### src/rtl/sat_pkg.sv
// Shared widths, body counts and scan FSM encoding for the collision scheduler.
package sat_pkg;

   localparam int unsigned NUM_BODIES  = 32;
   localparam int unsigned NUM_PLANETS = 8;
   localparam int unsigned COORD_W     = 10;
   localparam int unsigned RAD_W       = 6;
   localparam int unsigned IDX_W       = 5;

   // Squarer operand is a signed coordinate difference, one bit wider than a coordinate.
   localparam int unsigned SQ_IN_W     = COORD_W + 1;
   localparam int unsigned SQ_OUT_W    = 2 * SQ_IN_W;

   // Sum of two radii and its square.
   localparam int unsigned RS_W        = RAD_W + 1;
   localparam int unsigned RS2_W       = 2 * RS_W;

   typedef enum logic [2:0] {
      IDLE  = 3'd0,
      SNAP  = 3'd1,
      FETCH = 3'd2,
      SQX   = 3'd3,
      SQY   = 3'd4,
      SQR   = 3'd5,
      CMP   = 3'd6,
      DONE  = 3'd7
   } scan_state_t;

endpackage

### src/rtl/collision_scheduler_sq_unit.sv
// Registered squarer shared by the three squaring steps of each body test.
module sq_unit
   import sat_pkg::*;
(
   input  logic                       clk,
   input  logic                       rst,
   input  logic signed [SQ_IN_W-1:0]  a,
   output logic [SQ_OUT_W-1:0]        sq
);

   logic [SQ_IN_W-1:0] mag;

   // Take the magnitude first so the product is a plain unsigned multiply.
   always_comb begin
      mag = a[SQ_IN_W-1] ? $unsigned(-a) : $unsigned(a);
   end

   // One-cycle latency: result appears the cycle after the operand is presented.
   always_ff @(posedge clk or posedge rst) begin
      if (rst) begin
         sq <= '0;
      end else begin
         sq <= SQ_OUT_W'(mag) * SQ_OUT_W'(mag);
      end
   end

endmodule

### src/rtl/collision_scheduler.sv
// Per-frame scan of the body table testing vessel/body circle overlap.
module collision_scheduler #(
   parameter int unsigned NUM_BODIES  = sat_pkg::NUM_BODIES,
   parameter int unsigned NUM_PLANETS = sat_pkg::NUM_PLANETS
) (
   input  logic                          Clk,
   input  logic                          Reset,
   input  logic                          frame_clk,
   input  logic                          en,
   input  logic [2:0]                    curplan,
   input  logic [sat_pkg::COORD_W-1:0]   vessel_x,
   input  logic [sat_pkg::COORD_W-1:0]   vessel_y,
   input  logic [sat_pkg::RAD_W-1:0]     vessel_s,
   output logic [sat_pkg::IDX_W-1:0]     body_idx,
   input  logic [sat_pkg::COORD_W-1:0]   body_x,
   input  logic [sat_pkg::COORD_W-1:0]   body_y,
   input  logic [sat_pkg::RAD_W-1:0]     body_s,
   output logic                          busy,
   output logic                          done,
   output logic                          crash,
   output logic                          win,
   output logic                          overrun
);

   localparam int unsigned CW   = sat_pkg::COORD_W;
   localparam int unsigned RW   = sat_pkg::RAD_W;
   localparam int unsigned IW   = sat_pkg::IDX_W;
   localparam int unsigned SIW  = sat_pkg::SQ_IN_W;
   localparam int unsigned SOW  = sat_pkg::SQ_OUT_W;
   localparam int unsigned RSW  = sat_pkg::RS_W;
   localparam int unsigned RS2W = sat_pkg::RS2_W;

   sat_pkg::scan_state_t state, state_nxt;

   // frame_clk synchronizer and edge detector
   logic       sync1, sync2, sync3;
   logic [1:0] settle;
   logic       armed;
   logic       start;

   // snapshot of the vessel and the fetched body
   logic [CW-1:0] vx, vy, bx, by;
   logic [RW-1:0] vs, bs;
   logic [2:0]    cp;
   logic [IW-1:0] idx;

   // squaring datapath
   logic signed [SIW-1:0] dx, dy, sq_a;
   logic [RSW-1:0]        rs;
   logic [SOW-1:0]        sq, dx2, dy2, dist2;
   logic [RS2W-1:0]       rs2;
   logic                  overlap, is_target, last_body;

   logic acc_crash, acc_win;

   sq_unit u_sq (
      .clk (Clk),
      .rst (Reset),
      .a   (sq_a),
      .sq  (sq)
   );

   // Synchronize frame_clk; arm the edge detector only after a real low level
   // has been seen, so a frame_clk held high across Reset does not fire a scan.
   always_ff @(posedge Clk or posedge Reset) begin
      if (Reset) begin
         sync1  <= 1'b0;
         sync2  <= 1'b0;
         sync3  <= 1'b0;
         settle <= '0;
         armed  <= 1'b0;
      end else begin
         sync1 <= frame_clk;
         sync2 <= sync1;
         sync3 <= sync2;
         if (settle != 2'd2) begin
            settle <= settle + 2'd1;
         end else if (!sync2) begin
            armed <= 1'b1;
         end
      end
   end

   // Single-cycle start pulse on a synchronized rising edge.
   always_comb begin
      start = sync2 & ~sync3 & armed;
   end

   // Combinational geometry for the current body.
   always_comb begin
      dx        = {1'b0, vx} - {1'b0, bx};
      dy        = {1'b0, vy} - {1'b0, by};
      rs        = {1'b0, vs} + {1'b0, bs};
      rs2       = sq[RS2W-1:0];
      dist2     = dx2 + dy2;
      overlap   = (bs != '0) && (dist2 <= {{(SOW-RS2W){1'b0}}, rs2});
      is_target = (idx == {2'b00, cp}) && ({{(32-IW){1'b0}}, idx} < NUM_PLANETS);
      last_body = ({{(32-IW){1'b0}}, idx} >= NUM_BODIES - 1);
   end

   // FSM state register.
   always_ff @(posedge Clk or posedge Reset) begin
      if (Reset) begin
         state <= sat_pkg::IDLE;
      end else begin
         state <= state_nxt;
      end
   end

   // FSM next-state logic; every state other than IDLE lasts one cycle.
   always_comb begin
      state_nxt = state;
      case (state)
         sat_pkg::IDLE:  if (start && en) state_nxt = sat_pkg::SNAP;
         sat_pkg::SNAP:  state_nxt = sat_pkg::FETCH;
         sat_pkg::FETCH: state_nxt = sat_pkg::SQX;
         sat_pkg::SQX:   state_nxt = sat_pkg::SQY;
         sat_pkg::SQY:   state_nxt = sat_pkg::SQR;
         sat_pkg::SQR:   state_nxt = sat_pkg::CMP;
         sat_pkg::CMP:   state_nxt = last_body ? sat_pkg::DONE : sat_pkg::FETCH;
         sat_pkg::DONE:  state_nxt = sat_pkg::IDLE;
         default:        state_nxt = sat_pkg::IDLE;
      endcase
   end

   // FSM outputs: busy window, table address and squarer operand select.
   always_comb begin
      busy     = 1'b0;
      body_idx = '0;
      sq_a     = '0;
      case (state)
         sat_pkg::SNAP:  busy = 1'b1;
         sat_pkg::FETCH: begin
            busy     = 1'b1;
            body_idx = idx;
         end
         sat_pkg::SQX: begin
            busy = 1'b1;
            sq_a = dx;
         end
         sat_pkg::SQY: begin
            busy = 1'b1;
            sq_a = dy;
         end
         sat_pkg::SQR: begin
            busy = 1'b1;
            sq_a = {{(SIW-RSW){1'b0}}, rs};
         end
         sat_pkg::CMP:   busy = 1'b1;
         default: ;
      endcase
   end

   // Scan datapath: snapshot, body fetch, squarer captures and accumulators.
   // rs2 is consumed straight from the squarer register during CMP.
   always_ff @(posedge Clk or posedge Reset) begin
      if (Reset) begin
         vx        <= '0;
         vy        <= '0;
         vs        <= '0;
         cp        <= '0;
         bx        <= '0;
         by        <= '0;
         bs        <= '0;
         idx       <= '0;
         dx2       <= '0;
         dy2       <= '0;
         acc_crash <= 1'b0;
         acc_win   <= 1'b0;
      end else begin
         case (state)
            sat_pkg::SNAP: begin
               vx        <= vessel_x;
               vy        <= vessel_y;
               vs        <= vessel_s;
               cp        <= curplan;
               idx       <= '0;
               acc_crash <= 1'b0;
               acc_win   <= 1'b0;
            end
            sat_pkg::FETCH: begin
               bx <= body_x;
               by <= body_y;
               bs <= body_s;
            end
            sat_pkg::SQY: dx2 <= sq;
            sat_pkg::SQR: dy2 <= sq;
            sat_pkg::CMP: begin
               if (overlap) begin
                  if (is_target) acc_win <= 1'b1;
                  else           acc_crash <= 1'b1;
               end
               if (!last_body) idx <= idx + 1'b1;
            end
            default: ;
         endcase
      end
   end

   // Status outputs: results publish together with the done pulse; overrun is sticky.
   always_ff @(posedge Clk or posedge Reset) begin
      if (Reset) begin
         done    <= 1'b0;
         crash   <= 1'b0;
         win     <= 1'b0;
         overrun <= 1'b0;
      end else begin
         done <= (state == sat_pkg::DONE);
         if (state == sat_pkg::DONE) begin
            crash <= acc_crash;
            win   <= acc_win;
         end
         if (start && (state != sat_pkg::IDLE)) begin
            overrun <= 1'b1;
         end
      end
   end

endmodule
### config.mk
export PLATFORM = sky130hd
export DESIGN_NAME = collision_scheduler
export DESIGN_NICKNAME = d
export VERILOG_FILES = /design/src/rtl/sat_pkg.sv /design/src/rtl/collision_scheduler_sq_unit.sv /design/src/rtl/collision_scheduler.sv
export SDC_FILE = /design/constraint.sdc
export NUM_CORES = 1
export LEC_CHECK = 0
export BUFFER_PORTS_ARGS = -buffer_cell sky130_fd_sc_hd__buf_2
export CAP_MARGIN = 0
export CORE_UTILIZATION = 57
export DETAILED_ROUTE_END_ITERATION = 6
export HOLD_SLACK_MARGIN = 0.03
export PLACE_DENSITY_LB_ADDON = 0.15
export SLEW_MARGIN = 20
export SYNTH_ARGS = -nofsm -noshare
export SYNTH_HDL_FRONTEND = slang
export SYNTH_SLANG_ARGS = --single-unit
### constraint.sdc
create_clock -name Clk -period 10.2 [get_ports Clk]
set_input_delay 3.06 -clock Clk [delete_from_list [all_inputs] [get_ports Clk]]
set_output_delay 3.06 -clock Clk [all_outputs]
set_load 0.05 [all_outputs]
Word level (Yosys, flattened, before mapping):

Index checks and enable logic that the tools add are counted.
W data, S select, Z words.

* register bits: 141
* input port bits: 59
* output and inout bits: 10
* logic and storage cells: 81

* $add $sub $neg: 7
* multiply operators: 1
* order comparisons: 3
* equal/unequal tests: 14
* mux-type cells: 15
* bitwise logic cells: 5
* reduce and logical (&&, ||, !) cells: 13

Operators with widths (number)
* $pmux W11 S3: 1
* $pmux W3 S8: 1
* $add A22 B22 Y22: 1
* $le A22 B14 Y1: 1
* $mul A11 B11 Y22: 1
* $sub A10 B10 Y11: 2
* $eq A3 B3 Y1 const B: 4
* $ne A2 B2 Y1 const B: 6
* $mux W11: 1
* $neg A11 Y11: 1
* $mux W5: 2
* $pmux W5 S2: 1
* $add A6 B6 Y7: 1
* $eq A3 B2 Y1 const B: 2
* $mux W3: 2
* $reduce_and A3 Y1: 2
* $reduce_bool A6 Y1: 1
* $reduce_or A6 Y1: 1
* $add A5 B1 Y5 const B: 1
* $eq A5 B3 Y1: 1
* $ge A5 B5 Y1 const B: 1
* $lt A5 B4 Y1 const B: 1
* $mux W1: 5
* $logic_and A1 B1 Y1: 4
* other kinds (9): 14

Logic depth before layout (Yosys ltp):

Gate-level depths: netlist of the first run.

* depth in word-level cells: 6
* gate-level depth with buffers: 34

By module:

From an unflattened synthesis of the first run, not the netlist that was laid out.

* cell total of the unflattened synthesis: 1240
* area, all modules: 11178.2 sq um

By module, submodules not included
* collision_scheduler: times used 1, cells each 791, area each 7158.1 sq um, seq. area each 2977.9 sq um
* sq_unit: times used 1, cells each 449, area each 4020.1 sq um, seq. area each 525.5 sq um

Least setup slack after synthesis of the first run:

OpenSTA, ideal clock, no wires.

* path kind: register -> register
* from: register vy[0]
* to: register u_sq.sq[21]
* setup time: 0.080 ns
* arrival: 7.573 ns
* setup slack: 2.547 ns
* stages on the path, launching flop included: 34
* buffers on the path: 1
* path through: dfrtp_1 -> inv_1 -> ha_1 -> inv_1 -> fa_1 -> a21o_1 -> a211oi_1 -> nor3_1 -> a211o_1 -> or4_4 -> inv_2 -> a31oi_1 -> xor2_1 -> clkbuf_1 -> nand2_1 -> fa_1 -> inv_1 -> fa_1 -> inv_1 -> fa_1 -> inv_1 -> fa_1 -> inv_1 -> fa_1 -> inv_1 -> ha_1 -> a21oi_1 -> o21ai_0 -> a211oi_1 -> a21oi_1 -> a21oi_1 -> o21ai_0 -> a31oi_1 -> xnor2_1

* longest elaborated chain between the ends: 5

RTL lines
* start, declared: line collision_scheduler.sv:42 `logic [CW-1:0] vx, vy, bx, by;`
* start signal, assigned: line collision_scheduler.sv:174 `vy <= vessel_y;`
* $sub A10 B10 Y11 (*): line collision_scheduler.sv:92 `dy = {1'b0, vy} - {1'b0, by};`
* $pmux W11 S3 (*): line collision_scheduler.sv:131 `case (state)`
* $neg A11 Y11: line collision_scheduler_sq_unit.sv:15 `mag = a[SQ_IN_W-1] ? $unsigned(-a) : $unsigned(a);`
* $mux W11 (*): line collision_scheduler_sq_unit.sv:15
* $mul A11 B11 Y22 (*): line collision_scheduler_sq_unit.sv:23 `sq <= SQ_OUT_W'(mag) * SQ_OUT_W'(mag);`
* end signal, assigned: line collision_scheduler_sq_unit.sv:23
* end, declared: line collision_scheduler_sq_unit.sv:8 `output logic [SQ_OUT_W-1:0] sq`

Mark *: on every way between the ends. The rest lies on a longest branch, timed or not.
A chain may end at the register's enable or synchronous reset.

Final worst setup path of the first run:

Same ends and word-level chain as after synthesis.

==> results of run 1 <==
-- state kept, by name, indices dropped and copies added (netlist names), 2 cells and up --
signal   cells
vx          10
vs           6
settle       2
cp           3
idx          5
u_sq.sq     21
by          10
bx          10
state        3
vy          10
bs           6
dy2         21
dx2         21
-- layer usage --
| metal | vias to the layer above | wire [um] | track usage (%) | share of wire (%) |
|---|---|---|---|---|
| li1 | 4155 | - | - | - |
| met3 | 22 | 944 | 3.87 | 4.1 |
| met5 | - | 0 | 0 | 0 |
| met4 | 0 | 281 | 8.01 | 1.2 |
| met2 | 181 | 10800 | 40.0 | 46 |
| met1 | 4014 | 11200 | 35.2 | 48 |
-- metrics by stage --
stage                     instances  worst slack, ps  utilization [%]  cell area [sq um]  hold WS (ps)
after global routing           1549             1330             64.9              12200           367
final                          1549             1840             64.9              12200           352
after global placement         1518             2130             61.9              11700           336
after detailed placement       1518             1990             61.9              11700           345
after CTS                      1549             1930             64.9              12200           356
after floorplan                1217             2550                -              11100           331
-- layout by cell type (no fill, tap or decap), types with 19 or more instances in the layout --
cell and instances:
a21oi_1 47, fa_1 66, inv_1 151, buf_2 68, ha_1 113, mux2_2 19, xnor2_1 37, xor2_1 24
nor2_1 62, a21o_1 19, nand2_1 211, o21ai_0 76, dfrtp_1 138
-- cell usage after synthesis, types with 3 or more instances --
cell        n  area share (%)
nor3_1     16            0.72
mux2i_1     4            0.36
nand2b_1    9            0.51
fa_1       66              12
o21ai_1     4            0.18
o211ai_1    4            0.27
clkbuf_1   27            0.92
xor2_1     24             1.9
a31oi_1     8            0.45
a211o_1     3            0.24
buf_2       4            0.18
nand4_1     8            0.45
nand2_1   211             7.2
nand3_1     7            0.32
o21bai_1   10            0.68
o311ai_0    3            0.24
o211a_1     3            0.27
and2_1     18             1.0
nor2b_1     5            0.28
a21o_1     19             1.3
or2_2       4            0.23
o31a_1      3            0.24
inv_1     152             5.2
and3_1      8            0.45
ha_1      113              13
o21a_1      9            0.61
dfrtp_1   138              31
o21ai_0    76             3.4
o22ai_1     3            0.17
a211oi_1   11            0.75
xnor2_1    37             2.9
or3_1       7            0.40
inv_2       3            0.10
mux2_2     19             1.9
a21oi_1    47             2.1
nor2_1     63             2.1
o31ai_1     5            0.34
nand3b_1    4            0.27
-- worst paths after layout --
path | start | endpoint | cells past startpoint
worst max-delay path | vy[0]$_DFFE_PP0P_ | u_sq.sq[21]$_DFF_PP0_ | 31
worst min-delay path | sync1$_DFF_PP0_ | sync2$_DFF_PP0_ | 0
worst max register to register | vy[0]$_DFFE_PP0P_ | u_sq.sq[21]$_DFF_PP0_ | 31
worst min register to register | sync1$_DFF_PP0_ | sync2$_DFF_PP0_ | 0
max in group asynchronous | Reset | dx2[19]$_DFFE_PP0P_ | 3
min in group asynchronous | Reset | dx2[16]$_DFFE_PP0P_ | 2
-- area by class of cell --
cell class	count	share of cell area (%)
Inverter	157	4.87
Timing Repair Buffer	76	3.31
Tap cell	260	2.66
Clock inverter	12	0.850
Clock buffer	19	3.71
Sequential cell	138	28.3
Multi-Input combinational cell	887	56.3
-- kinds of logic (layout without fill, tap and decap cells) --
| family | after synthesis | after routing | share of synthesized area [%] |
|---|---|---|---|
| other | 2 | 8 | 0.0680 |
| flip-flops | 138 | 138 | 31.3 |
| XOR/XNOR | 64 | 64 | 5.38 |
| AND/OR/NAND/NOR | 376 | 376 | 15.4 |
| adder cells (fa/ha/maj) | 179 | 179 | 24.8 |
| multiplexers | 23 | 23 | 2.30 |
| buffers and inverters | 192 | 264 | 6.71 |
| AO/OA/AOI/OAI | 237 | 237 | 14.1 |
==> impl_summary.md, run 1 <==
Final layout
The antenna diode instance count is 0. The final layout net count is 1515. Cells with a size suffix above 1 make up 12.3% of the layout. In the final layout, the multi-input gates occupy 0.00688 sq mm. The area occupied by registers is 0.00345 sq mm. After filler insertion, the fill cell instance count of the layout stands at 1577. The growth of design area from synthesis to finish is 10.6%.

Clock network
The root buffer cell chosen for the clock tree is clkbuf_16. In this run the deepest clock path goes through 2 buffers. Once the clock tree was built, the resizer swapped 0 gates to a different size.

Post-CTS timing repair inserted 0 buffers for setup. Counting every sink on the clock net gives 138. The number of buffers inserted by hold repair at cts is 0. The TritonCTS buffer count is 17. TritonCTS built the clock tree. The number of levels the H-tree was split into is 4.

The insertion delay of the later-clocked pin in the worst-skew pair is 430 ps. Clock-pin slew was measured on the worst setup and hold paths at 60 ps.

Detailed routing
Before antenna repair, the detailed router went through 4 iterations. The sum of routed wire length over all layers is 23100 um. The number of nets still failing antenna checks after routing is 0. Dividing the detail-routed wire length by the instance count gives 14.9 um.

The DRC marker count from the first detailed-route iteration is 438. The via count normalized by instance count is 5.40. In the routed design, unresolved DRC markers number 0. Across all layers, the routed design uses 8372 vias.

Worst setup path
The highest fanout seen on the critical path is 10. At the worst endpoint, the arrival time is 8690 ps. The buffer and inverter count on the worst path is 7. In this design, the critical path's most frequently occurring cell is inv_1.

The worst setup path is launched from a flop. The slowest cell on the critical path is xnor2_1. For the worst setup path, the data required time is 10540 ps. The critical path capture point type is a flop. The setup path with the least slack is of type reg -> reg. Grouping stages by cell kind, the critical path spends the most delay in adder cells. The delay contributed by the slowest stage of the critical path is 840 ps. The setup check on the worst reg-to-reg path leaves a slack of 1840 ps.

Floorplan
From left edge to right edge, the die measures 141 um. The initial utilization of the core area, before any placement, comes to 58.7%. After floorplanning, the core was divided into 50 placement rows.

69 I/O pins were placed. The die is 141 um tall. In this run the standard cell core region covers 0.0188 sq mm. The die outline area is 0.0199 sq mm.

Synthesis
For this run, the register share of the synthesized area comes to 31.3%. The total of warnings raised by yosys is 0. The mapped cell area is 0.0110 sq mm. The number of enable-type register cells in the synthesized netlist is 0. The synthesized netlist cell count is 1211. For this run, the leading register cell type out of synthesis is dfrtp_1. In the synthesized netlist the async set-or-reset flop fraction comes to 100%.

The count of cell types in the netlist is 81. The flip-flop and latch count after synthesis is 138. Each instance of the synthesized netlist takes up on average 9.12 sq um.

Timing
The period utilization is 81.9%. The highest clock frequency the design can meet is 120 MHz. After layout, the minimum clock period comes to 8360 ps.

The actual slew at the worst max-slew pin is 1010 ps. The final hold violation count came to 0. Setup repair after global routing left no endpoint under its margin. The final max-slew violation count was 0. The tightest slew margin relative to the limit is 31.9%. Between clock sinks in the finished design, the worst skew comes to 21.9 ps. The number of setup violations in the final report is 0. For the final routed database, the setup TNS stands at 0 ps.

Global route
Global routing consumed, over all layers together, 25.1% of the routing resources. The via count of the first global-routing pass is 8170. The largest net degree at the start of global routing is 83.

Global routing finished with a remaining overflow of 0. The first global-routing pass estimated 39400 um of wire. The number of antenna violations at the first check in global routing came to 0.

Place
The placed wire-length estimate after detailed placement is 17700 um. The count of buffers inserted at the top-level ports is 68. Routability-driven placement finished with a final weighted congestion of 0.902.

Hold path
The worst min-delay path category is reg -> reg.

Run status
The run finished with clean final reports.

Run
Max-cap violations in this run came to 0.
Power of run 1 is not shown: default switching activity piles up to over one toggle a cycle in this logic, so the estimate is an artifact.
==> run 2, diff against run 1 <==
clock period = 8.1 ns   (was 10.2 ns; I/O delays follow)
==> run 2 against run 1 <==
Against the previous run:
- sequential share of layout area down 0.60 points
- worst setup slack worse by 1500 ps
- routed wire length up 1.3%
- non-clock buffer count up 18
- utilization up 1.4 points
- highest routed layer unchanged
- count of clock-buffer cells in the layout down 1
- die area unchanged
- largest cell class unchanged
- first-iteration DRC count down 21%
- register-to-register slack worse by 1500 ps
- flip-flop and latch count unchanged
- maximum frequency up 7.4%
- critical path depth down 1
==> impl_summary.md, run 2 (synthesized netlist as in run 1, its figures left out) <==
Run status
The run finished with clean final reports.

Worst setup path
In this run the worst path has a maximum fanout of 13. In this design, the critical path's most frequently occurring cell is fa_1. STA puts the critical path data required time at 8440 ps.

In this design, the stage delay of the slowest critical-path cell is 570 ps. The slowest cell on the critical path is or4_4. The worst setup path is launched from a flop. The critical path capture point type is a flop. The arrival time at the worst endpoint is 8120 ps.

The start-to-end type of the worst setup path is reg -> reg.

Detailed routing
Summed over all layers, the routed wires come to 23400 um. The total via count in the routed design is 8443. The count of nets left with antenna violations once routing finished came out at 0. Dividing the detail-routed via count by the number of cells gives 5.39.

The detailed-router iteration count before antenna repair is 5. In the routed design, unresolved DRC markers number 0. In this run, the number of DRC markers left after iteration 0 of detailed routing was 346.

The detailed-route wire length per cell is 15.0 um.

Floorplan
The starting utilization of the core area is 58.7%. The core area is 0.0188 sq mm. Measured along the x axis, the die boundary spans 141 um. The row count is 50.

In this run the vertical extent of the chip is 141 um. The die outline area is 0.0199 sq mm. 69 I/O pins were placed.

Final layout
The largest registers in the layout are dx2: 21 flops, dy2: 21 flops, u_sq.sq: 21 flops. Leaving out fill and tap cells, the most frequent cell in the layout is nand2_1. The fraction of layout instances using a drive strength above 1 is 14.5%. The growth of design area from synthesis to finish is 13.0%. The final layout net count is 1533. The top cell types in the final layout, fill and taps aside, are nand2_1 (211), inv_1 (151), dfrtp_1 (138), ha_1 (111), o21ai_0 (75). The end-of-flow core utilization is 66.3%. The antenna diode instance count is 0.

The number of non-filler instances in the completed layout is 1567.

Clock network
The longest clock path from root to sink contains 2 buffers. The CTS clock-pin slew for the worst setup and hold paths is 60 ps. The tree is rooted in a clkbuf_16. The TritonCTS buffer count is 17. The number of buffers inserted by hold repair at cts is 0.

TritonCTS built the clock tree. The number of levels the H-tree was split into is 4. Clock tree synthesis found a total of 138 sinks. For the worst-skew pair, the clock arrives at the later sink with an insertion delay of 420 ps.

Global route
The total routing usage reported by global routing is 25.3%. The number of antenna violations at the first check in global routing was 0. The largest net degree at the start of global routing is 85.

Global routing consumed, on the met1 layer, 35.4% of the routing resources. The met2 track utilization from global routing is 41.7%. The layer carrying the most global-route usage is met2. The via count of the first global-routing pass was 8394.

The remaining global-route overflow is 0. The global-route wire length before repair is 40100 um. For this run, global-route usage on met3 was measured as 3.63%.

Timing
The final hold slack is 352 ps. For the final routed database, the setup TNS stands at 0 ps. The minimum period implied by the final worst setup slack is 7780 ps. The final hold violation count is 0. The worst pin sits at a relative slew slack of 46.1%. For the pin with the worst max-slew slack, the measured transition is 796 ps.

Dividing the final minimum period by the clock period gives 96.1%. The final max-slew violation count was 0. The clock arrives with 11.8 ps of skew. The number of setup violations in the final report is 0. Based on the critical path, the design can be clocked at up to 129 MHz.

Place
The weighted congestion at the end of routability-driven global placement is 0.933. Counting tap cells, the placed design contains a total of 1529 instances. The count of buffers inserted at the top-level ports is 68.

The wire-length estimate of the detail-placed layout is 17900 um.

Run
The number of max-capacitance violations reported is 0.

Hold path
The worst min-delay path category is reg -> reg.
run 2: changes by cell type in the layout (fill, tap and decap cells not counted), moves of 3 or more:
cell and delta:
clkinv_4 -4, a21oi_2 +3, buf_4 +19, a21oi_1 -3
run 2: cell type report:
cell class | count | area [sq um]
clock buffer | 18 | 439
fill | 1614 | 6350
inverter | 157 | 596
multi-input combinational | 887 | 6980
timing repair buffer | 94 | 536
clock inverter | 13 | 155
tap | 260 | 325
sequential | 138 | 3450
run 2: path summary, 6_finish.rpt:
check,start,endpoint,slack (ps),depth (start not counted)
max,vs[0]$_DFFE_PP0P_,u_sq.sq[21]$_DFF_PP0_,320,30
min,sync1$_DFF_PP0_,sync2$_DFF_PP0_,350,0
max reg2reg,vs[0]$_DFFE_PP0P_,u_sq.sq[21]$_DFF_PP0_,320,30
min reg2reg,sync1$_DFF_PP0_,sync2$_DFF_PP0_,350,0
max in group asynchronous,Reset,u_sq.sq[8]$_DFF_PP0_,4770,3
min in group asynchronous,Reset,dy2[11]$_DFFE_PP0N_,2150,2
run 2: worst max-delay path, delay by kind of cell (launching register included):
kind / cells / cell delay, ps
adder cells (fa/ha/maj): 8 / 3490
AO/OA/AOI/OAI: 11 / 2130
AND/OR/NAND/NOR: 3 / 840
buffers and inverters: 6 / 490
flip-flops: 1 / 390
XOR/XNOR: 2 / 350
run 2: what timing repair did:
action | in CTS | in global routing
pin swaps | 1 | 11
resized for setup | 1 | 17
setup endpoints to repair | 1 | 6
buffers inserted | 1 | 6
run 2: layer usage:
| layer | vias to the layer above | part of all wire, % |
|---|---|---|
| li1 | 4190 | - |
| met1 | 4063 | 48 |
| met2 | 164 | 47 |
| met3 | 26 | 3.8 |
| met4 | 0 | 1.1 |
| met5 | - | 0 |
run 2: stage by stage:
stage	cell area, sq um	setup WS [ps]
after floorplan	11100	447
final	12500	320
after CTS	12300	47.8
after global routing	12500	-27.1
after detailed placement	11700	33.1
after global placement	11700	272
Power of run 2 is left out for the same reason.
==> run 3, diff against run 2 <==
CELL_PAD_IN_SITES_DETAIL_PLACEMENT = 0   (was default)
CELL_PAD_IN_SITES_GLOBAL_PLACEMENT = 1   (was default)
CORE_UTILIZATION = 48   (was 57)
==> run 3 against run 2 <==
Against the previous run:
- global-route usage decreased by 3.7 points
- register-to-register slack improved by 40 ps
- highest routed layer unchanged
- flip-flop and latch count unchanged
- maximum frequency increased by 0.46%
- clock skew increased by 9.1 ps
- worst setup slack improved by 36 ps
==> impl_summary.md, run 3 (synthesized netlist as in run 1, its figures left out) <==
Place
Before CTS, the worst setup slack after placement is -24.0 ps. The weighted congestion at the end of routability-driven global placement is 0.895. The wire-length estimate of the detail-placed layout is 18500 um. During placement, the flow inserted port buffers numbering 68.

Detailed routing
The via count normalized by instance count is 5.16. The detail route stage leaves a number of antenna-violating nets equal to 0. The total via count in the routed design is 8283. Dividing the detail-routed wire length by the instance count gives 14.9 um.

The number of remaining DRC errors is 0. Before antenna repair, the detailed router went through 5 iterations. The DRC marker count from the first detailed-route iteration is 434. For this block, the routed nets add up to 23900 um of wire.

Worst setup path
STA puts the critical path data arrival time at 8070 ps. STA classifies the critical path endpoint as a flop. The highest fanout seen on the critical path is 6. For this design, the slowest cell found on the critical path is or4_4. STA classifies the critical path startpoint as a flop. Data on the critical path is required at its endpoint by 8430 ps.

The minimum setup slack among reg-to-reg paths is 360 ps. The buffer and inverter count on the worst path is 3. The critical path in this run is classified as reg -> reg. The most repeated library cell on the critical path is fa_1. In this design, the stage delay of the slowest critical-path cell is 580 ps. Grouping stages by cell kind, the critical path spends the most delay in adder cells.

Timing
Of the available clock period, the critical path in the final layout requires 95.6%. The final max-slew violation count is 0. The minimum period implied by the final worst setup slack is 7740 ps.

For the pin with the worst max-slew slack, the measured transition is 780 ps. The worst pin sits at a relative slew slack of 47.3%. The clock arrives with 20.9 ps of skew. The final worst setup slack is 356 ps. Setup violations remaining at the end of the flow were counted as 0.

The final hold violation count is 0. The highest clock frequency the design can meet is 129 MHz.

Floorplan
The starting utilization of the core area is 48.8%. Measured along the y axis, the die boundary spans 154 um. The die outline area is 0.0236 sq mm. The horizontal extent of the die is 154 um. In this run the core area contains 55 standard-cell rows.

69 I/O pins were placed. The core area is 0.0226 sq mm.

Clock network
The CTS clock-pin slew for the worst setup and hold paths is 60 ps. The maximum clock path buffer count is 2. The clock root buffer master is clkbuf_16. The CTS sink count is 138. The number of levels the H-tree was split into is 4. The later pin in the worst-skew pair is clocked with a latency of 420 ps. TritonCTS built the clock tree. The number of buffers inserted by hold repair at cts is 0. The TritonCTS buffer count is 17.

Final layout
The growth of design area from synthesis to finish is 14.0%. The number of antenna diodes in the final layout is 0. The leading cell type in the layout, fill and taps excluded is nand2_1. The fraction of layout instances using a drive strength above 1 is 15.2%. Leaving out fill and tap cells, the most frequent cells in the layout are nand2_1 (211), inv_1 (151), dfrtp_1 (138), ha_1 (111), o21ai_0 (75). In the final layout, the registers with the most flip-flops are dx2: 21 flops, dy2: 21 flops, u_sq.sq: 21 flops. The final layout net count is 1544.

The end-of-flow core utilization is 55.6%.

Run status
The flow ran to the end, and the final reports show no timing, DRC or antenna violations.

Global route
The number of antenna violations at the first check in global routing was 0. The via count of the first global-routing pass is 8260. The remaining global-route overflow is 0.

The global-route wire length before repair is 41000 um. Global routing used 21.6% of the available tracks. The largest net degree at the start of global routing is 86.

Run
The number of max-capacitance violations reported is 0.

Hold path
The worst min-delay path category is reg -> reg.
-- run 3: cell types whose count changed in the layout (fill, tap and decap cells not counted), moves of 2 or more --
cell / before / now
inv_6: 7 / 5
xnor2_2: 4 / 1
clkinv_2: 1 / 4
buf_4: 26 / 37
a211oi_2: 1 / 3
xnor2_4: 1 / 3
inv_8: 1 / 4
bufinv_16: 2 / 0
-- run 3: stage by stage --
step / instances / setup TNS, ps / area [sq um] / hold slack, ps
6_report: 1604 / 0 / 12600 / 353
5_1_grt: 1604 / -64.9 / 12600 / 378
4_1_cts: 1591 / 0 / 12400 / 358
3_5_place_dp: 1559 / -24.0 / 11800 / 343
3_3_place_gp: 1559 / 0 / 11800 / 335
2_1_floorplan: 1217 / 0 / 11100 / 331
-- run 3: area by class of cell --
type / count / area, sq um
Timing Repair Buffer: 105 / 618
Clock buffer: 17 / 425
Tap cell: 285 / 357
Fill cell: 2113 / 10000
Multi-Input combinational cell: 887 / 7010
Inverter: 157 / 596
Clock inverter: 15 / 135
Sequential cell: 138 / 3450
-- run 3: final timing paths --
check                             startpoint               endpoint  depth (start not counted)
setup / recovery           bs[0]$_DFFE_PP0N_  u_sq.sq[20]$_DFF_PP0_                         27
hold / removal               sync1$_DFF_PP0_        sync2$_DFF_PP0_                          0
setup reg to reg           bs[0]$_DFFE_PP0N_  u_sq.sq[20]$_DFF_PP0_                         27
hold reg to reg              sync1$_DFF_PP0_        sync2$_DFF_PP0_                          0
max in group asynchronous              Reset      vx[9]$_DFFE_PP0P_                          3
min in group asynchronous              Reset    dy2[16]$_DFFE_PP0N_                          2
-- run 3: what timing repair did --
action,CTS,global route
endpoints found under the hold margin,0,0
gates resized for setup,1,18
endpoints found under the setup margin,1,6
pin swaps,0,14
buffers inserted,0,13
-- run 3: metal layers --
metal / track usage [%] / up-vias / wire length (um)
met5: 0 / - / 0
met4: 4.38 / 0 / 201
met3: 3.41 / 13 / 876
met2: 33.4 / 125 / 10500
met1: 32.1 / 3934 / 12300
li1: - / 4211 / -
Power of run 3 is left out for the same reason.
